`src/rtl/uart_pkg.sv`:
```
// Shared UART definitions: FSM state encodings (common to uart_tx and uart_rx),
// baud counter width and the idle line level.
package uart_pkg;

  localparam int   CNT_W      = 16;
  localparam logic IDLE_LEVEL = 1'b1;

  typedef enum logic [2:0] {
    ST_IDLE   = 3'd0,
    ST_START  = 3'd1,
    ST_DATA   = 3'd2,
    ST_PARITY = 3'd3,
    ST_STOP   = 3'd4,
    ST_BREAK  = 3'd5
  } uart_state_e;

endpackage

```
`src/rtl/uart_rx_sync.sv`:
```
// RXD input conditioning: 2-FF synchronizer, one history FF and a falling-edge
// pulse. All stages reset to the idle level so reset never fakes a start bit.
module uart_rx_sync
  import uart_pkg::*;
(
  input  logic clk,
  input  logic rst,
  input  logic rxd,
  output logic rxd_s,
  output logic fall
);

  logic sync1_q, sync1_d;
  logic sync2_q, sync2_d;
  logic hist_q,  hist_d;

  always_comb begin
    sync1_d = rxd;
    sync2_d = sync1_q;
    hist_d  = sync2_q;
  end

  // NOTE: sequential state uses <= so every stage samples its pre-edge input.
  always_ff @(posedge clk) begin
    if (rst) begin
      sync1_q <= IDLE_LEVEL;
      sync2_q <= IDLE_LEVEL;
      hist_q  <= IDLE_LEVEL;
    end else begin
      sync1_q <= sync1_d;
      sync2_q <= sync2_d;
      hist_q  <= hist_d;
    end
  end

  assign rxd_s = sync2_q;
  assign fall  = hist_q & ~sync2_q;

endmodule

```
`src/rtl/uart_rx.sv`:
```
// UART receiver: start, DATA_WIDTH data bits LSB first, optional parity
// (macro UART_RX_PARITY_EN), one stop bit; bit period from runtime uart_cnt.
module uart_rx
  import uart_pkg::*;
#(
  parameter int DATA_WIDTH = 8,
  parameter int PARITY_ODD = 0
) (
  input  logic                  clk,
  input  logic                  rst,
  input  logic [CNT_W-1:0]      uart_cnt,
  input  logic                  uart_rxd,
  output logic [DATA_WIDTH-1:0] uart_data,
  output logic                  uart_flag,
  output logic                  uart_busy,
  output logic                  uart_ferr,
  output logic                  uart_perr
);

  if (DATA_WIDTH < 5 || DATA_WIDTH > 9 || PARITY_ODD < 0 || PARITY_ODD > 1) begin : g_bad_param
    $error("uart_rx: DATA_WIDTH must be 5..9 and PARITY_ODD 0 or 1");
  end

  localparam logic [3:0] LAST_BIT = 4'(DATA_WIDTH - 1);

`ifdef UART_RX_PARITY_EN
  localparam uart_state_e ST_AFTER_DATA = ST_PARITY;
  logic par_bad_q, par_bad_d;
  logic perr_q,    perr_d;
`else
  localparam uart_state_e ST_AFTER_DATA = ST_STOP;
`endif

  uart_state_e           state_q, state_d;
  logic [CNT_W-1:0]      bps_cnt_q, bps_cnt_d;
  logic [CNT_W-1:0]      cnt_lat_q, cnt_lat_d;
  logic [3:0]            bit_cnt_q, bit_cnt_d;
  logic [DATA_WIDTH-1:0] shreg_q,   shreg_d;
  logic [DATA_WIDTH-1:0] data_q,    data_d;
  logic                  flag_q,    flag_d;
  logic                  ferr_q,    ferr_d;
  logic                  rxd_s, fall, tick;

  uart_rx_sync u_sync (
    .clk   (clk),
    .rst   (rst),
    .rxd   (uart_rxd),
    .rxd_s (rxd_s),
    .fall  (fall)
  );

  assign tick = (bps_cnt_q == '0);

  always_comb begin
    // NOTE: every variable gets a default first so no path can infer a latch.
    state_d   = state_q;
    bps_cnt_d = bps_cnt_q;
    cnt_lat_d = cnt_lat_q;
    bit_cnt_d = bit_cnt_q;
    shreg_d   = shreg_q;
    data_d    = data_q;
    flag_d    = 1'b0;
    ferr_d    = 1'b0;
`ifdef UART_RX_PARITY_EN
    par_bad_d = par_bad_q;
    perr_d    = 1'b0;
`endif

    if (state_q inside {ST_START, ST_DATA, ST_PARITY, ST_STOP} && !tick)
      bps_cnt_d = bps_cnt_q - 1'b1;

    case (state_q)
      ST_IDLE: begin
        if (fall) begin
          cnt_lat_d = uart_cnt;
          bps_cnt_d = (uart_cnt >> 1) - 1'b1;
          state_d   = ST_START;
        end
      end
      ST_START: begin
        if (tick) begin
          if (rxd_s) begin
            state_d = ST_IDLE;
          end else begin
            bps_cnt_d = cnt_lat_q - 1'b1;
            bit_cnt_d = '0;
            state_d   = ST_DATA;
          end
        end
      end
      ST_DATA: begin
        if (tick) begin
          shreg_d   = {rxd_s, shreg_q[DATA_WIDTH-1:1]};
          bps_cnt_d = cnt_lat_q - 1'b1;
          bit_cnt_d = bit_cnt_q + 1'b1;
          if (bit_cnt_q == LAST_BIT) state_d = ST_AFTER_DATA;
        end
      end
`ifdef UART_RX_PARITY_EN
      ST_PARITY: begin
        if (tick) begin
          par_bad_d = rxd_s ^ (^shreg_q) ^ PARITY_ODD[0];
          bps_cnt_d = cnt_lat_q - 1'b1;
          state_d   = ST_STOP;
        end
      end
`endif
      ST_STOP: begin
        // Leaving at mid-stop lets a shortened transmitter stop bit chain frames.
        if (tick) begin
`ifdef UART_RX_PARITY_EN
          perr_d = par_bad_q;
`endif
          if (rxd_s) begin
            data_d  = shreg_q;
            flag_d  = 1'b1;
            state_d = ST_IDLE;
          end else begin
            ferr_d  = 1'b1;
            state_d = ST_BREAK;
          end
        end
      end
      ST_BREAK: begin
        if (rxd_s) state_d = ST_IDLE;
      end
      default: state_d = ST_IDLE;
    endcase
  end

  always_ff @(posedge clk) begin
    if (rst) begin
      state_q   <= ST_IDLE;
      bps_cnt_q <= '0;
      cnt_lat_q <= '0;
      bit_cnt_q <= '0;
      shreg_q   <= '0;
      data_q    <= '0;
      flag_q    <= 1'b0;
      ferr_q    <= 1'b0;
    end else begin
      state_q   <= state_d;
      bps_cnt_q <= bps_cnt_d;
      cnt_lat_q <= cnt_lat_d;
      bit_cnt_q <= bit_cnt_d;
      shreg_q   <= shreg_d;
      data_q    <= data_d;
      flag_q    <= flag_d;
      ferr_q    <= ferr_d;
    end
  end

`ifdef UART_RX_PARITY_EN
  always_ff @(posedge clk) begin
    if (rst) begin
      par_bad_q <= 1'b0;
      perr_q    <= 1'b0;
    end else begin
      par_bad_q <= par_bad_d;
      perr_q    <= perr_d;
    end
  end
  assign uart_perr = perr_q;
`else
  assign uart_perr = 1'b0;
`endif

  assign uart_data = data_q;
  assign uart_flag = flag_q;
  assign uart_ferr = ferr_q;
  assign uart_busy = (state_q != ST_IDLE);

endmodule

```
`config.mk`:
```
export PLATFORM = sky130hd
export DESIGN_NAME = uart_rx
export DESIGN_NICKNAME = d
export VERILOG_FILES = /design/src/rtl/uart_pkg.sv /design/src/rtl/uart_rx_sync.sv /design/src/rtl/uart_rx.sv
export SDC_FILE = /design/constraint.sdc
export NUM_CORES = 1
export LEC_CHECK = 0
export ABC_AREA = 1
export CAP_MARGIN = 20
export CORE_UTILIZATION = 60
export DETAILED_ROUTE_END_ITERATION = 16
export PLACE_DENSITY = 0.78
export SLEW_MARGIN = 10
export SYNTH_ARGS = -nofsm -noshare
export SYNTH_HDL_FRONTEND = slang
export SYNTH_SLANG_ARGS = --single-unit
```
`constraint.sdc`:
```
create_clock -name clk -period 2.5 [get_ports clk]
set_input_delay 0.5 -clock clk [delete_from_list [all_inputs] [get_ports clk]]
set_output_delay 0.5 -clock clk [all_outputs]
set_load 0.01 [all_outputs]
```
# == Word-level counts from Yosys, hierarchy flattened ==
# Index checks and enable logic that the tools add are counted.
# op_classes
bitwise_logic,4
n_eq_ne,13
muxes,21
reduce_logical,13
n_addsub,4
# op_table
op,n
two-way mux 16 bit,5
one-hot mux 16 bit (3 select lines),1
"subtractor 16 x 1 -> 16 bit, second input constant",2
two-way mux 3 bit,7
zero test 16 bit,1
"subtractor 15 x 1 -> 16 bit, second input constant",1
one-hot mux 3 bit (5 select lines),1
two-way mux 4 bit,3
"inequality test 2 bit, second input constant",5
one-hot mux 4 bit (2 select lines),1
"equality test 3 x 2 -> 1 bit, second input constant",2
"equality test 3 bit, second input constant",2
AND reduction 6 bit,1
"adder 4 x 1 -> 4 bit, second input constant",1
"equality test 4 x 3 -> 1 bit, second input constant",1
"inequality test 2 x 1 -> 1 bit, second input constant",2
AND reduction 2 bit,2
AND reduction 4 bit,1
nonzero test 4 bit,1
"equality test 3 x 1 -> 1 bit, second input constant",1
zero test 3 bit,1
inverter 1 bit,3
AND reduction 3 bit,1
nonzero test 3 bit,1
7 further kinds,8
# totals
word_cells,66
input_bits,19
ff_bits,60

# == Longest topological paths before layout ==
# depth
word_depth,7
mapped_depth,12
ltp_nobuf,12

# == Hierarchy ==
# A second synthesis with hierarchy kept.
# hier_totals
hier_cells,576
area_unflattened_um2,3841.2
# by_module_without_submodules
module,area_each_um2,cells_each,instances
uart_rx,3747.3,564,1
uart_rx_sync,93.8,12,1

# == Worst setup path after synthesis ==
# No wires, ideal clock.
# synth_path
path_kind,register to register
from,reg bps_cnt_q[0]
to,reg bps_cnt_q[2]
t_required_ns,2.361
path_buffers,1
slack_ns,0.916
path_stages_with_launch,11
t_arrival_ns,1.444
setup_time_ns,0.139
path_cell_list,dfxtp_1 > inv_1 > ha_1 > nand2_1 > nor2_4 > nand2_4 > o21ai_2 > nand3_2 > buf_6 > o21ai_2 > a21oi_2
# synth_via
elab_chain_len,7
elab_cells_between_ends,10
classes_between,1 x add/sub; 6 x mux; 3 x reduce/logical
# synth_rtl
element,line_no,rtl
from (decl),uart_rx.sv:35,"logic [CNT_W-1:0] bps_cnt_q, bps_cnt_d;"
from (signal assigned),uart_rx.sv:143,bps_cnt_q <= bps_cnt_d;
branches (longest 6 deep; another with subtractor 16 x 1 -> 16 bit),--,
one-hot mux 16 bit (3 select lines) *,uart_rx.sv:72,case (state_q)
# Every way passes the cells marked *.
# A chain may end at the register's enable or synchronous reset.

# == Worst setup path after layout ==
# layout_path
from,reg state_q[0]
to,out uart_busy
# layout_via
elab_chain_len,1
# layout_rtl
element,line_no,rtl
from (decl),uart_rx.sv:34,"uart_state_e state_q, state_d;"
from (signal assigned),uart_rx.sv:142,state_q <= state_d;
nonzero test 3 bit,uart_rx.sv:171,assign uart_busy = (state_q != ST_IDLE);
to (decl),uart_rx.sv:15,"output logic uart_busy,"
# Every way passes these cells.

==> impl_metrics.toml <==
[worst_setup_path]
path_class = "register to output pin"
worstPathRequired_ns = 2.00
r2r_cells = 9
startpoint_type = "register"
cp_data_arrival_time_ns = 1.58
crit_path_max_fanout = 5
end_kind = "output pin"

[floorplan]
core-area_um2 = 5680
rows = 27
die_w_um = 79.8
ios = 31
die_height_um = 79.8
die_area_um2 = 6370
start_util_pct = 64.0

[sta]
hold_slack_ns = 0.421
period_needed_ns = 2.08
tightest_slew_ns = 0.647
setup_tns_ns = 0
maxSlewViolCount = 0
rsz0062_at_grt = "false"
max_freq_ghz = 0.481
relSlewSlack_pct = 56.8
setup_violations = 0
clock_skew_ns = 0.0140
fin_crit_sh_pct = 83.1
finalHoldViolations = 0

[power_and_ir_drop]
ir_drop_v = 0.000916
power_density_nw_per_um2 = 1060
p_leak_uw = 0.00184

[final_layout]
diodes = 0
area_growth_pct = 13.9
final_cell_mix = "nand2_1, nor2_1, inv_1"
fin_area_um2 = 4140
final_common_cell = "nand2_1"
final_util_pct = 72.9
nNetsFinal = 589
layout-drive-gt1-share_pct = 14.2

[placed_design]
gp_congestion = 0.877
portBuffers = 29
hpwl_um = 6380
dpl_cell_area_um2 = 3940

[logic_synthesis]
syn_area_um2 = 3630
synth_cell_types = 33
synthCells = 537
synth-seq-cells = 60
seq_area_frac_synth_pct = 33.1
synth_nets = 561
postSynthAreaPerCell_um2 = 6.77
ys_warn_count = 0

[clock_tree]
clockBufferDepth = 2
cts_max_level = 3
cts_resized = 0
cts_root_buf = "clkbuf_8"
clkLatencyLatePin_ns = 0.35
path_clk_slew_ns = 0.07
clock_sinks = 60
cts_made_buffers = 9
cts_tree = "yes"
post-cts-setup-buffers = 0
holdBufCountCts = 0

[grt]
grt_pass1_vias = 3121
grt_pass1_wl_um = 14600
grt_max_degree = 35
grt_usage_pct = 29.9
antenna_found_initial = 0
globalRouteOverflowTotal = 0

[routing]
detail_route.wl_per_cell_um = 13.2
via_per_inst = 5.37
totalWireLength_um = 8500
drc = 0
firstDrtPassIters = 6
num_vias = 3447
drt-initial-drc-count = 169
ant_nets = 0

[flow_run]
drv_cap = 0

[min_path]
hold_path.class = "register to register"
holdPathStages = 1

[status]
outcome = "finished, final reports clean"
cell usage after synthesis:
cell type,number,area (µm²)
nand2_1,86,323
nor2_1,78,293
inv_1,61,229
dfxtp_1,60,1200
a21oi_1,54,270
o21ai_0,41,205
nand3_1,23,115
xor2_1,18,158
a21oi_2,12,105
nand2_2,10,62.6
nor3_1,10,50.1
inv_2,9,33.8
clkbuf_1,8,30.0
nand4_1,8,50.1
nor2_2,8,50.1
o21ai_1,7,35.0
o21ai_2,6,52.6
buf_6,5,56.3
ha_1,5,62.6
nand3_2,5,50.1
nor2_4,4,45.0
nand2_4,3,33.8
o21bai_1,3,22.5
a211oi_1,2,15.0
buf_4,2,15.0
or2_2,2,12.5
a22oi_1,1,7.51
a32oi_1,1,8.76
buf_2,1,5.00
conb_1,1,3.75
nor3_2,1,10.0
nor3_4,1,16.3
nor4_1,1,6.26
logic make-up (layout without fill, tap and decap cells):
| kind of cell | count (synthesis) | count (layout) | synth area share [%] |
|---|---|---|---|
| xor+xnor | 18 | 18 | 4.34 |
| simple gates | 240 | 240 | 30.8 |
| compound gates | 127 | 127 | 19.9 |
| other cells | 1 | 1 | 0.103 |
| flops | 60 | 60 | 33.1 |
| fa+ha+maj | 5 | 5 | 1.72 |
| buf+inv | 86 | 119 | 10.2 |
routing by layer:
metal	track usage [%]	wire length (µm)	vias to the layer above	share of wire [%]
li1	-	-	1796	-
met1	41.2	4160	1556	49
met2	46.7	3780	84	44
met3	6.63	474	11	5.6
met4	8.75	90	0	1.1
met5	0	0	-	0
registers in the layout, summed over array words and instances (netlist names):
| signal | count |
|---|---|
| uart_ferr | 1 |
| bit_cnt_q | 4 |
| bps_cnt_q | 16 |
| uart_flag | 1 |
| u_sync.sync1_q | 1 |
| uart_data | 8 |
| cnt_lat_q | 16 |
| u_sync.rxd_s | 1 |
| shreg_q | 8 |
| u_sync.hist_q | 1 |
| state_q | 3 |
worst max-delay path, cell delays in order, from the launching register on:
cell and delay [ns]:
dfxtp_1 0.41, inv_1 0.09, nand2_2 0.09, nor2_4 0.06
inv_2 0.06, clkdlybuf4s50_1 0.52
cell type report:
cell class,count,area (µm²)
Multi-Input combinational cell,391,2060
Sequential cell,60,1200
Clock inverter,7,76.3
Fill cell,480,1540
Tap cell,72,90.1
Clock buffer,9,124
Timing Repair Buffer,33,320
Inverter,70,263
where the power goes:
group / switching [µW] / internal (µW)
Sequential: 135 / 1100
Combinational: 1480 / 789
Clock: 414 / 464
Total: 2030 / 2350
per-stage QoR:
step | cells | total power (µW) | setup WS [ns]
after detailed placement | 626 | 3510 | 0.284
final | 642 | 4380 | 0.423
after global placement | 626 | 3460 | 0.373
after floorplan | 537 | 3100 | 0.916
after CTS | 642 | 4390 | 0.418
after global routing | 642 | 4750 | 0.284
path summary, 6_finish.rpt:
path | to | from | slack [ns]
worst max-delay path | uart_busy | state_q[0] | 0.42
worst min-delay path | u_sync.rxd_s | u_sync.sync1_q | 0.42
worst max register to register | bps_cnt_q[14] | bps_cnt_q[0] | 0.46
worst min register to register | u_sync.rxd_s | u_sync.sync1_q | 0.42
No activity file was read; power rests on OpenSTA's default activity.
